### src/rtl/tinyqv_multi_mem_seq.sv
`default_nettype none
// ============================================================================
// Module   : tinyqv_multi_mem_seq
// Purpose  : Multi-word memory op sequencer (LW2/LW4, SW2/SW4, memset, LCXT/SCXT).
//            Accepts one burst command and issues num_extra+1 word accesses to
//            consecutive addresses, stepping the register index per access.
// Revision : 1.0 - initial release
// ============================================================================
module tinyqv_multi_mem_seq #(
   parameter int REG_ADDR_BITS = 4,
   parameter int ADDR_BITS     = 28
) (
   input  logic                     clk,
   input  logic                     rst,
   input  logic                     start,
   output logic                     start_ready,
   input  logic [ADDR_BITS-1:0]     base_addr,
   input  logic [REG_ADDR_BITS-1:0] first_reg,
   input  logic [2:0]               num_extra,
   input  logic                     is_store,
   input  logic                     inc_reg,
   input  logic                     flush,
   output logic                     mem_req,
   input  logic                     mem_ack,
   output logic [ADDR_BITS-1:0]     mem_addr,
   output logic                     mem_write,
   output logic [31:0]              mem_wdata,
   input  logic [31:0]              mem_rdata,
   output logic [REG_ADDR_BITS-1:0] rs_addr,
   input  logic [31:0]              rs_data,
   output logic                     rd_wen,
   output logic [REG_ADDR_BITS-1:0] rd_addr,
   output logic [31:0]              rd_data,
   output logic                     busy,
   output logic                     done
);

   localparam logic [1:0] ST_IDLE   = 2'd0;
   localparam logic [1:0] ST_ACTIVE = 2'd1;
   localparam logic [1:0] ST_DONE   = 2'd2;

   localparam logic [ADDR_BITS-1:0]     C_WORD_STEP = ADDR_BITS'(4);
   localparam logic [REG_ADDR_BITS-1:0] C_REG_ZERO  = '0;

   logic [1:0]               state_q,     state_d;
   logic [ADDR_BITS-1:0]     addr_q,      addr_d;
   logic [REG_ADDR_BITS-1:0] reg_q,       reg_d;
   logic [2:0]               remaining_q, remaining_d;
   logic                     store_q,     store_d;
   logic                     inc_q,       inc_d;

   // Next-state: latch a command in IDLE, step address/register on each ack,
   // abort on flush (a same-cycle ack is still visible through rd_wen).
   always_comb begin
      state_d     = state_q;
      addr_d      = addr_q;
      reg_d       = reg_q;
      remaining_d = remaining_q;
      store_d     = store_q;
      inc_d       = inc_q;
      case (state_q)
         ST_IDLE: begin
            if (start && !flush) begin
               addr_d      = base_addr;
               reg_d       = first_reg;
               remaining_d = num_extra;
               store_d     = is_store;
               inc_d       = inc_reg;
               state_d     = ST_ACTIVE;
            end
         end
         ST_ACTIVE: begin
            if (flush) begin
               state_d = ST_IDLE;
            end else if (mem_ack) begin
               if (remaining_q != 3'd0) begin
                  addr_d      = addr_q + C_WORD_STEP;
                  reg_d       = reg_q + {C_REG_ZERO[REG_ADDR_BITS-1:1], inc_q};
                  remaining_d = remaining_q - 3'd1;
               end else begin
                  state_d = ST_DONE;
               end
            end
         end
         ST_DONE: begin
            state_d = ST_IDLE;
         end
         default: begin
            state_d = ST_IDLE;
         end
      endcase
   end

   // State and burst context registers, cleared asynchronously.
   always_ff @(posedge clk or posedge rst) begin
      if (rst) begin
         state_q     <= ST_IDLE;
         addr_q      <= '0;
         reg_q       <= '0;
         remaining_q <= 3'd0;
         store_q     <= 1'b0;
         inc_q       <= 1'b0;
      end else begin
         state_q     <= state_d;
         addr_q      <= addr_d;
         reg_q       <= reg_d;
         remaining_q <= remaining_d;
         store_q     <= store_d;
         inc_q       <= inc_d;
      end
   end

   assign start_ready = (state_q == ST_IDLE);
   assign busy        = (state_q != ST_IDLE);
   assign done        = (state_q == ST_DONE);
   assign mem_req     = (state_q == ST_ACTIVE);
   assign mem_addr    = addr_q;
   assign mem_write   = store_q;
   assign mem_wdata   = rs_data;
   assign rs_addr     = reg_q;
   assign rd_addr     = reg_q;
   assign rd_data     = mem_rdata;
   assign rd_wen      = mem_ack & mem_req & ~mem_write & ~rst;

endmodule
`default_nettype wire

### config.mk
export PLATFORM = sky130hd
export DESIGN_NAME = tinyqv_multi_mem_seq
export DESIGN_NICKNAME = d
export VERILOG_FILES = /design/src/rtl/tinyqv_multi_mem_seq.sv
export SDC_FILE = /design/constraint.sdc
export NUM_CORES = 1
export LEC_CHECK = 0
export ABC_AREA = 0
export CAP_MARGIN = 20
export CORE_MARGIN = 10
export CORE_UTILIZATION = 38
export CTS_CLUSTER_SIZE = 20
export DETAILED_ROUTE_END_ITERATION = 12
export PLACE_DENSITY_LB_ADDON = 0.15
export SYNTH_ARGS = -nofsm -noshare
export SYNTH_HDL_FRONTEND = slang
export SYNTH_SLANG_ARGS = --single-unit
### constraint.sdc
create_clock -name clk -period 4.5 [get_ports clk]
set_input_delay 0.9 -clock clk [delete_from_list [all_inputs] [get_ports clk]]
set_output_delay 0.9 -clock clk [all_outputs]
set_load 0.02 [all_outputs]
==> results of run 1 <==
==> sequential cells by signal (all words and copies together), names as in the netlist <==
name,cells
state_q,2
remaining_q,3
mem_addr,28
inc_q,1
mem_write,1
rd_addr,4
==> cell usage in the layout, fill, tap and decap left out, drive strengths merged, types with 2 or more instances in the layout <==
master	count
clkdlybuf4s50	83
dfrtp	39
a21oi	33
nand2	25
o21ai	23
nor2	21
nand3	15
nor3	13
inv	8
or3	8
nor4	8
and3	7
clkbuf	6
buf	6
a211oi	6
nand4	5
ha	5
a31oi	5
o22ai	4
mux2	4
nand2b	3
nor3b	2
or4	2
nor2b	2
a2bb2oi	2
o211a	2
a22o	2
o31ai	2
nor4b	2
and4	2
==> tightest hold or removal path: cells and delay by family, from the launching register on <==
kind | cells | cell delay (ns)
compound gates | 1 | 0.07
flops | 1 | 0.36
simple gates | 1 | 0.05
==> metrics by stage <==
step	power [mW]	hold WS (ns)	setup WS (ns)	cell area [sq um]
finish	1.90	0.509	1.24	3440
global route	2.05	0.534	1.14	3440
CTS	1.93	0.518	1.22	3440
detailed placement	1.61	0.500	1.06	3320
global placement	1.60	0.492	1.20	3320
floorplan	1.27	0.478	1.94	2940
==> cell usage after synthesis, drive strengths merged <==
cell type | count | share of area
nand4 | 5 | 0.011
inv | 8 | 0.010
nor3b | 2 | 0.0051
dfrtp | 39 | 0.33
a21o | 1 | 0.0026
a31oi | 5 | 0.011
nand2 | 25 | 0.034
a21oi | 33 | 0.056
o211a | 2 | 0.0068
and4 | 2 | 0.0064
o211ai | 1 | 0.0043
o22a | 1 | 0.0030
nor2b | 2 | 0.0043
nand3b | 1 | 0.0026
or4 | 2 | 0.0077
ha | 5 | 0.021
or3 | 8 | 0.017
nand2b | 3 | 0.0064
o32ai | 1 | 0.0030
a311oi | 1 | 0.0030
nor3 | 13 | 0.026
nor2 | 21 | 0.027
a2bb2oi | 2 | 0.0060
a22oi | 1 | 0.0043
o21bai | 1 | 0.0026
nor4 | 8 | 0.019
or2b | 1 | 0.0026
mux2 | 4 | 0.015
o31ai | 2 | 0.0051
nand3 | 15 | 0.026
a22o | 2 | 0.0060
o22ai | 4 | 0.0085
clkbuf | 12 | 0.026
a211oi | 6 | 0.017
o21ai | 23 | 0.039
a41o | 1 | 0.0034
or2 | 1 | 0.0021
and3b | 1 | 0.0030
buf | 75 | 0.19
and3 | 7 | 0.016
nor4b | 2 | 0.0060
mux2i | 1 | 0.0034
==> where the power goes <==
| group | switching (mW) | internal [mW] | leakage [nW] | total [mW] |
|---|---|---|---|---|
| logic | 0.487 | 0.439 | 0.839 | 0.926 |
| clock network | 0.132 | 0.180 | 0.0612 | 0.311 |
| registers | 0.182 | 0.486 | 0.453 | 0.668 |
| total | 0.801 | 1.10 | 1.35 | 1.90 |
==> worst max-delay path by stage <==
stage / to / depth (start not counted) / slack [ns] / startpoint
floorplan: rd_wen / 1 / 1.94 / rst
global placement: mem_addr[26] / 7 / 1.20 / flush
detailed placement: mem_addr[20] / 7 / 1.06 / flush
CTS: rd_wen / 3 / 1.22 / mem_ack
global route: rd_wen / 3 / 1.14 / mem_ack
finish: rd_wen / 3 / 1.24 / mem_ack
==> per-layer routing <==
layer	up-vias	GRT usage	routed length, um
met5	-	0	0
met4	0	0.0534	131
met3	16	0.0613	853
li1	1201	-	-
met1	1185	0.171	3490
met2	117	0.218	3730
==> final cells by class <==
class                   instances  area [sq um]
inverters                       8          30.0
clock inverters                 2          35.0
clock buffers                   6          82.6
repair buffers                 89           876
fillers                       734          4210
multi-input cells             216          1310
well taps                     102           128
flip-flops and latches         39           976
==> kinds of logic after synthesis <==
family / Yosys count / synth area share
and+or+nand+nor: 119 / 0.221
AOI/OAI and AO/OA: 87 / 0.181
buffers and inverters: 95 / 0.227
DFF: 39 / 0.332
adders and majority gates: 5 / 0.0213
muxes: 5 / 0.0187
==> impl_metrics.json, run 1 <==
{
  "status": "complete, no violations",
  "clkTransAtPathRegs_ns": 0.08,
  "htreeDepth": 2,
  "die_area_sq_um": 11700,
  "cts_tree": "built",
  "cts_root_buf": "clkbuf_8",
  "wirelength_um": 8210,
  "drtIter0Drc": 106,
  "path_common_cell": "clkdlybuf4s50_1",
  "critPathSlowestCell": "clkdlybuf4s50_1",
  "fp.dieW_um": 108,
  "setup-violations-final": 0,
  "reg2reg_to": "mem_addr[20]",
  "leakagePower_nw": 1.35,
  "synth-warning-count": 0,
  "hold_end": "remaining_q[0]",
  "insertion_delay_ns": 0.30,
  "die_h_um": 108,
  "fmax_mhz": 307,
  "io-pin-count": 212,
  "cp_top_family": "buffers and inverters",
  "drive_gt1_frac": 0.0944,
  "initial_core_util": 0.385,
  "critPathArrivalTime_ns": 2.36,
  "area_growth_pct": 16.9,
  "ant_nets": 0,
  "post-route-util": 0.450,
  "grt_max_degree": 50,
  "drv_slew": 0,
  "hold_violations": 0,
  "clock_sinks": 39,
  "grt_usage": 0.141,
  "reg2reg_from": "state_q[1]",
  "synthesis.nets": 461,
  "clock_skew_ns": 0.0101,
  "viasPerCell": 5.45,
  "power_density_nw_per_um2": 554,
  "fin_cells": 462,
  "antenna_found_initial": 0,
  "path_max_fanout": 5,
  "min_path_type": "flip-flop to flip-flop",
  "portBuffers": 83,
  "ff2ff_path_depth": 6,
  "n_antenna_cell": 0,
  "layout.nets": 470,
  "postCtsSetupBuffers": 0,
  "rows": 32,
  "period_needed_ns": 3.26,
  "grt_pass1_vias": 2587,
  "relSlewSlack": 0.582,
  "grt_overflow": 0,
  "rsz0062_at_grt": "false",
  "cts-resized-gates": 0,
  "vdd_drop_max_mv": 0.203,
  "postCtsHoldBufs": 0,
  "first_pass_iters": 4,
  "end_kind": "primary output",
  "finalCritPeriodShare": 0.725,
  "synth_cell_types": 52,
  "cp-start-kind": "input pin",
  "maxCapViolCount": 0,
  "finalSetupTns_ns": 0,
  "dp_hpwl_um": 5930,
  "crit_type": "input pin to primary output",
  "gp_congestion": 0.800,
  "grt_pass1_wl_um": 13300,
  "detail_route.wl_per_cell_um": 17.8,
  "avgSynthCellArea_sq_um": 8.41,
  "rrSetupSlack_ns": 2.01,
  "worst_pin_slew_ns": 0.625,
  "syn_inst": 350,
  "cts_buffers": 5,
  "drc": 0,
  "critPathMaxStageDelay_ns": 0.66,
  "vias": 2519,
  "placedCellCount": 454,
  "cp_cell_sequence": "clkdlybuf4s50_1, nor4b_1, clkdlybuf4s50_1",
  "required_ns": 3.60,
  "seq_area_frac_synth": 0.332,
  "path_buf_inv": 2,
  "clockBufferDepth": 2,
  "min_from": "remaining_q[0]",
  "coreArea_sq_um": 7650,
  "syn-cell-area_sq_um": 2940,
  "hold_depth": 2,
  "ys_ff_latch": 39
}
Note: power is estimated with default switching activity, not from simulation.
==> run 2: changes to the inputs <==
--- a/config.mk
+++ b/config.mk
@@ -8,7 +8,7 @@
 export ABC_AREA = 0
 export CAP_MARGIN = 20
 export CORE_MARGIN = 10
-export CORE_UTILIZATION = 38
+export CORE_UTILIZATION = 32
 export CTS_CLUSTER_SIZE = 20
 export DETAILED_ROUTE_END_ITERATION = 12
 export PLACE_DENSITY_LB_ADDON = 0.15
==> constraint.sdc (replaced) <==
create_clock -name clk -period 2.9 [get_ports clk]
set_input_delay 0.58 -clock clk [delete_from_list [all_inputs] [get_ports clk]]
set_output_delay 0.58 -clock clk [all_outputs]
set_load 0.02 [all_outputs]
==> run 2 against run 1 <==
Against the previous run:
- cell area increased by 0.87%
- final cell count increased by 1.9%
- power increased by 57%
- global-route usage decreased by 1.6 points
- sequential share of layout area decreased by 0.25 points
- register-to-register slack got worse by 1.1 ns
- non-clock buffer count increased by 3
- core utilization decreased by 5.8 points
- via count decreased by 2.0%
- critical path type unchanged
==> impl_metrics.json, run 2 (synthesis gave the netlist of run 1 again) <==
{
  "hold_violations": 0,
  "grt_overflow": 0,
  "min_from": "inc_q",
  "io-pin-count": 212,
  "status": "complete, no violations",
  "layout_commonest_cell": "clkdlybuf4s50_1",
  "detail_route.wl_per_cell_um": 18.1,
  "path_buf_inv": 2,
  "cts_root_buf": "clkbuf_8",
  "finalCritPeriodShare": 0.920,
  "die_h_um": 116,
  "clockBufferDepth": 2,
  "gp_congestion": 0.823,
  "rows": 34,
  "vias": 2468,
  "crit_type": "input pin to primary output",
  "netSwitchingPower_mw": 1.27,
  "drc": 0,
  "setup-violations-final": 0,
  "place_ws_ns": 0.224,
  "fp.dieW_um": 116,
  "ant_nets": 0,
  "worst_slack_ns": 0.231,
  "critPathMaxStageDelay_ns": 0.67,
  "worst_pin_slew_ns": 0.544,
  "p_int_mw": 1.72,
  "leakagePower_nw": 1.37,
  "end_kind": "primary output",
  "critPathArrivalTime_ns": 2.09,
  "largest_reg_flops": 28,
  "grt_pass1_wl_um": 13500,
  "cp-start-kind": "input pin",
  "seqPwrFrac": 0.348,
  "postCtsSetupBuffers": 0,
  "finalSetupTns_ns": 0,
  "path_common_cell": "clkdlybuf4s50_1",
  "n_antenna_cell": 0,
  "p_total_mw": 2.99,
  "cp_top_family": "buffers and inverters",
  "layout_common_cells": "clkdlybuf4s50_1, dfrtp_1, a21oi_1, nand2_1, o21ai_0",
  "clock_skew_ns": 0.0109,
  "comb_power_share": 0.486,
  "vdd_drop_max_mv": 0.398,
  "critPathSlowestCell": "clkdlybuf4s50_1",
  "p_sw_frac": 0.424,
  "drive_gt1_frac": 0.102,
  "reg2reg_to": "mem_addr[24]",
  "antenna_found_initial": 0,
  "fmax_mhz": 375,
  "wirelength_um": 8530,
  "hold_depth": 1,
  "postCtsHoldBufs": 0,
  "rrSetupSlack_ns": 0.87,
  "layout.nets": 473,
  "grt_max_degree": 50,
  "hold_end": "inc_q",
  "rsz0062_at_grt": "false",
  "reg2reg_from": "mem_addr[2]",
  "period_needed_ns": 2.67,
  "power_density_nw_per_um2": 861,
  "grt_pass1_vias": 2572,
  "grt_usage": 0.125,
  "first_pass_iters": 4,
  "min_path_type": "flip-flop to flip-flop",
  "maxCapViolCount": 0,
  "cts-resized-gates": 0,
  "ff2ff_path_depth": 6,
  "cp_cell_sequence": "clkdlybuf4s50_1, nor4b_1, clkdlybuf4s50_1",
  "htreeDepth": 2,
  "cts_tree": "built",
  "drtIter0Drc": 111,
  "cts_buffers": 5,
  "die_area_sq_um": 13400,
  "coreArea_sq_um": 8850,
  "insertion_delay_ns": 0.30,
  "clock_sinks": 39,
  "required_ns": 2.32,
  "viasPerCell": 5.24,
  "drv_slew": 0,
  "relSlewSlack": 0.638,
  "dp_hpwl_um": 6160,
  "path_max_fanout": 5,
  "pwr-share-clk": 0.166,
  "portBuffers": 83,
  "initial_core_util": 0.333,
  "clkTransAtPathRegs_ns": 0.08,
  "area_growth_pct": 17.9
}
==> run 2: changes by cell type in the layout (fill, tap and decap cells not counted), sizes merged <==
cell  before  now
buf        6    9
==> run 2: worst max-delay path by stage <==
stage                from     end  cells after the start
2_1_floorplan  state_q[1]  rd_wen                      4
3_3_place_gp      mem_ack  rd_wen                      3
3_5_place_dp      mem_ack  rd_wen                      3
4_1_cts           mem_ack  rd_wen                      3
5_1_grt           mem_ack  rd_wen                      3
6_report          mem_ack  rd_wen                      3
==> run 2: cell type report <==
| class | count | area [sq um] |
|---|---|---|
| fill | 920 | 5380 |
| multi-input combinational | 216 | 1310 |
| sequential | 39 | 976 |
| timing repair buffer | 92 | 898 |
| tap | 108 | 135 |
| clock buffer | 6 | 82.6 |
| clock inverter | 2 | 35.0 |
| inverter | 8 | 30.0 |
==> run 2: power by group through the flow <==
stage | logic [mW] | registers, mW | clock network, mW
6_report | 1.45 | 1.04 | 0.495
4_1_cts | 1.47 | 1.04 | 0.504
3_3_place_gp | 1.46 | 1.04 | 0
2_1_floorplan | 0.759 | 1.21 | 0
5_1_grt | 1.59 | 1.09 | 0.528
3_5_place_dp | 1.47 | 1.05 | 0
==> run 2: per-stage QoR <==
stage	utilization	cells	hold WS [ns]	area, sq um
after floorplan	-	350	0.478	2940
after global placement	0.379	463	0.492	3350
after detailed placement	0.379	463	0.500	3350
after CTS	0.392	471	0.524	3470
after global routing	0.392	471	0.543	3470
final	0.392	471	0.522	3470
==> run 2: per-layer routing <==
layer	part of all wire	routed length (um)	track usage
met2	0.45	3800	0.188
met3	0.10	872	0.0563
met4	0.011	95	0.0384
met5	0	0	0
met1	0.44	3760	0.157
==> run 3: changes to the inputs <==
==> constraint.sdc (replaced) <==
create_clock -name clk -period 2.9 [get_ports clk]
set_input_delay 0.435 -clock clk [delete_from_list [all_inputs] [get_ports clk]]
set_output_delay 0.435 -clock clk [all_outputs]
set_load 0.02 [all_outputs]
==> run 3 against run 2 <==
Against the previous run:
- maximum frequency increased by 8.3%
- hold slack better by 0.0027 ns
- clock skew decreased by 0.0027 ns
- sequential share of layout area grew 0.081 points
- sequential power hardly changed
- final cell count unchanged
- register-to-register slack improved by 0.05 ns
- largest power group unchanged
- critical path depth increased by 1
- first-iteration DRC count is 38% lower
- clock-buffer cell count unchanged
- setup slack improved by 0.20 ns
- combinational power about the same
==> impl_metrics.json, run 3 (synthesis gave the netlist of run 1 again) <==
{
  "grt_max_degree": 50,
  "n_antenna_cell": 0,
  "rsz0062_at_grt": "false",
  "initial_core_util": 0.333,
  "wirelength_um": 8320,
  "p_int_mw": 1.63,
  "layout_commonest_cell": "clkdlybuf4s50_1",
  "post-route-util": 0.391,
  "fin_cells": 471,
  "p_sw_frac": 0.432,
  "grt_pass1_wl_um": 13300,
  "detail_route.wl_per_cell_um": 17.7,
  "comb_power_share": 0.507,
  "clkTransAtPathRegs_ns": 0.08,
  "seqPwrFrac": 0.360,
  "coreArea_sq_um": 8850,
  "fmax_mhz": 406,
  "viasPerCell": 5.22,
  "clock_sinks": 39,
  "worst_pin_slew_ns": 0.762,
  "maxCapViolCount": 0,
  "hold_violations": 0,
  "cts_tree": "built",
  "cts_root_buf": "clkbuf_8",
  "place_ws_ns": 0.515,
  "critPathArrivalTime_ns": 2.03,
  "crit_type": "flip-flop to primary output",
  "grt_pass1_vias": 2549,
  "power_density_nw_per_um2": 830,
  "htreeDepth": 2,
  "placed_cell_area_sq_um": 3370,
  "hold_ws_ns": 0.525,
  "portBuffers": 83,
  "layout_common_cells": "clkdlybuf4s50_1, dfrtp_1, a21oi_1, nand2_1, o21ai_0",
  "min_path_type": "flip-flop to flip-flop",
  "leakagePower_nw": 1.36,
  "die_area_sq_um": 13400,
  "clock_skew_ns": 0.00820,
  "placedCellCount": 464,
  "period_needed_ns": 2.46,
  "finalCritPeriodShare": 0.850,
  "vdd_drop_max_mv": 0.334,
  "path_max_fanout": 16,
  "grt_usage": 0.122,
  "clockBufferDepth": 2,
  "ant_nets": 0,
  "cp-start-kind": "flip-flop",
  "io-pin-count": 212,
  "end_kind": "primary output",
  "relSlewSlack": 0.491,
  "drc": 0,
  "setup-violations-final": 0,
  "worst_slack_ns": 0.436,
  "status": "complete, no violations",
  "rows": 34,
  "fill_cells": 915,
  "required_ns": 2.47,
  "p_total_mw": 2.87,
  "die_h_um": 116,
  "layout.nets": 474,
  "cts_buffers": 5,
  "final_area_sq_um": 3460,
  "cts-resized-gates": 0,
  "postCtsHoldBufs": 0,
  "area_growth_pct": 17.6,
  "finalSetupTns_ns": 0,
  "insertion_delay_ns": 0.30,
  "drive_gt1_frac": 0.102,
  "first_pass_iters": 4,
  "drv_slew": 0,
  "largest_reg_flops": 28,
  "pwr-share-clk": 0.134,
  "vias": 2458,
  "dp_hpwl_um": 6180,
  "gp_congestion": 0.812,
  "fp.dieW_um": 116,
  "antenna_found_initial": 0,
  "drtIter0Drc": 69,
  "postCtsSetupBuffers": 0,
  "grt_overflow": 0,
  "netSwitchingPower_mw": 1.24
}
## run 3: routing by layer
| layer | wire length (um) | track usage | vias up | share of wire |
|---|---|---|---|---|
| met5 | 0 | 0 | - | 0 |
| met4 | 82 | 0.0417 | 0 | 0.0099 |
| met3 | 836 | 0.0543 | 14 | 0.10 |
| met2 | 3860 | 0.189 | 93 | 0.46 |
| met1 | 3540 | 0.148 | 1149 | 0.43 |
| li1 | - | - | 1202 | - |
## run 3: critical path, cell delays in order (launching register included)
cell,delay [ns]
dfrtp_1,0.42
nand2b_1,0.18
buf_4,0.20
nor4b_1,0.27
clkdlybuf4s50_1,0.67
## run 3: path summary, 6_finish.rpt
kind,from,endpoint,slack (ns),cells after the start
worst min-delay path,inc_q,inc_q,0.52,1
worst max-delay path,state_q[1],rd_wen,0.44,4
max in group asynchronous,rst,mem_addr[11],1.71,3
min in group asynchronous,rst,mem_addr[27],0.60,2
worst max register to register,mem_addr[2],mem_addr[20],0.92,6
worst min register to register,inc_q,inc_q,0.52,1
## run 3: power by group through the flow
stage,clock network [mW],logic [mW],registers (mW)
floorplan,0,0.759,1.21
global placement,0,1.46,1.04
detailed placement,0,1.47,1.04
CTS,0.400,1.48,1.04
global route,0.418,1.60,1.08
finish,0.384,1.45,1.03
## run 3: layout make-up
cell class | count | area, sq um | area share
multi-input cells | 216 | 1310 | 0.379
flip-flops and latches | 39 | 976 | 0.282
repair buffers | 93 | 918 | 0.265
well taps | 108 | 135 | 0.0391
clock buffers | 6 | 82.6 | 0.0239
inverters | 8 | 30.0 | 0.00868
clock inverters | 1 | 5.00 | 0.00145
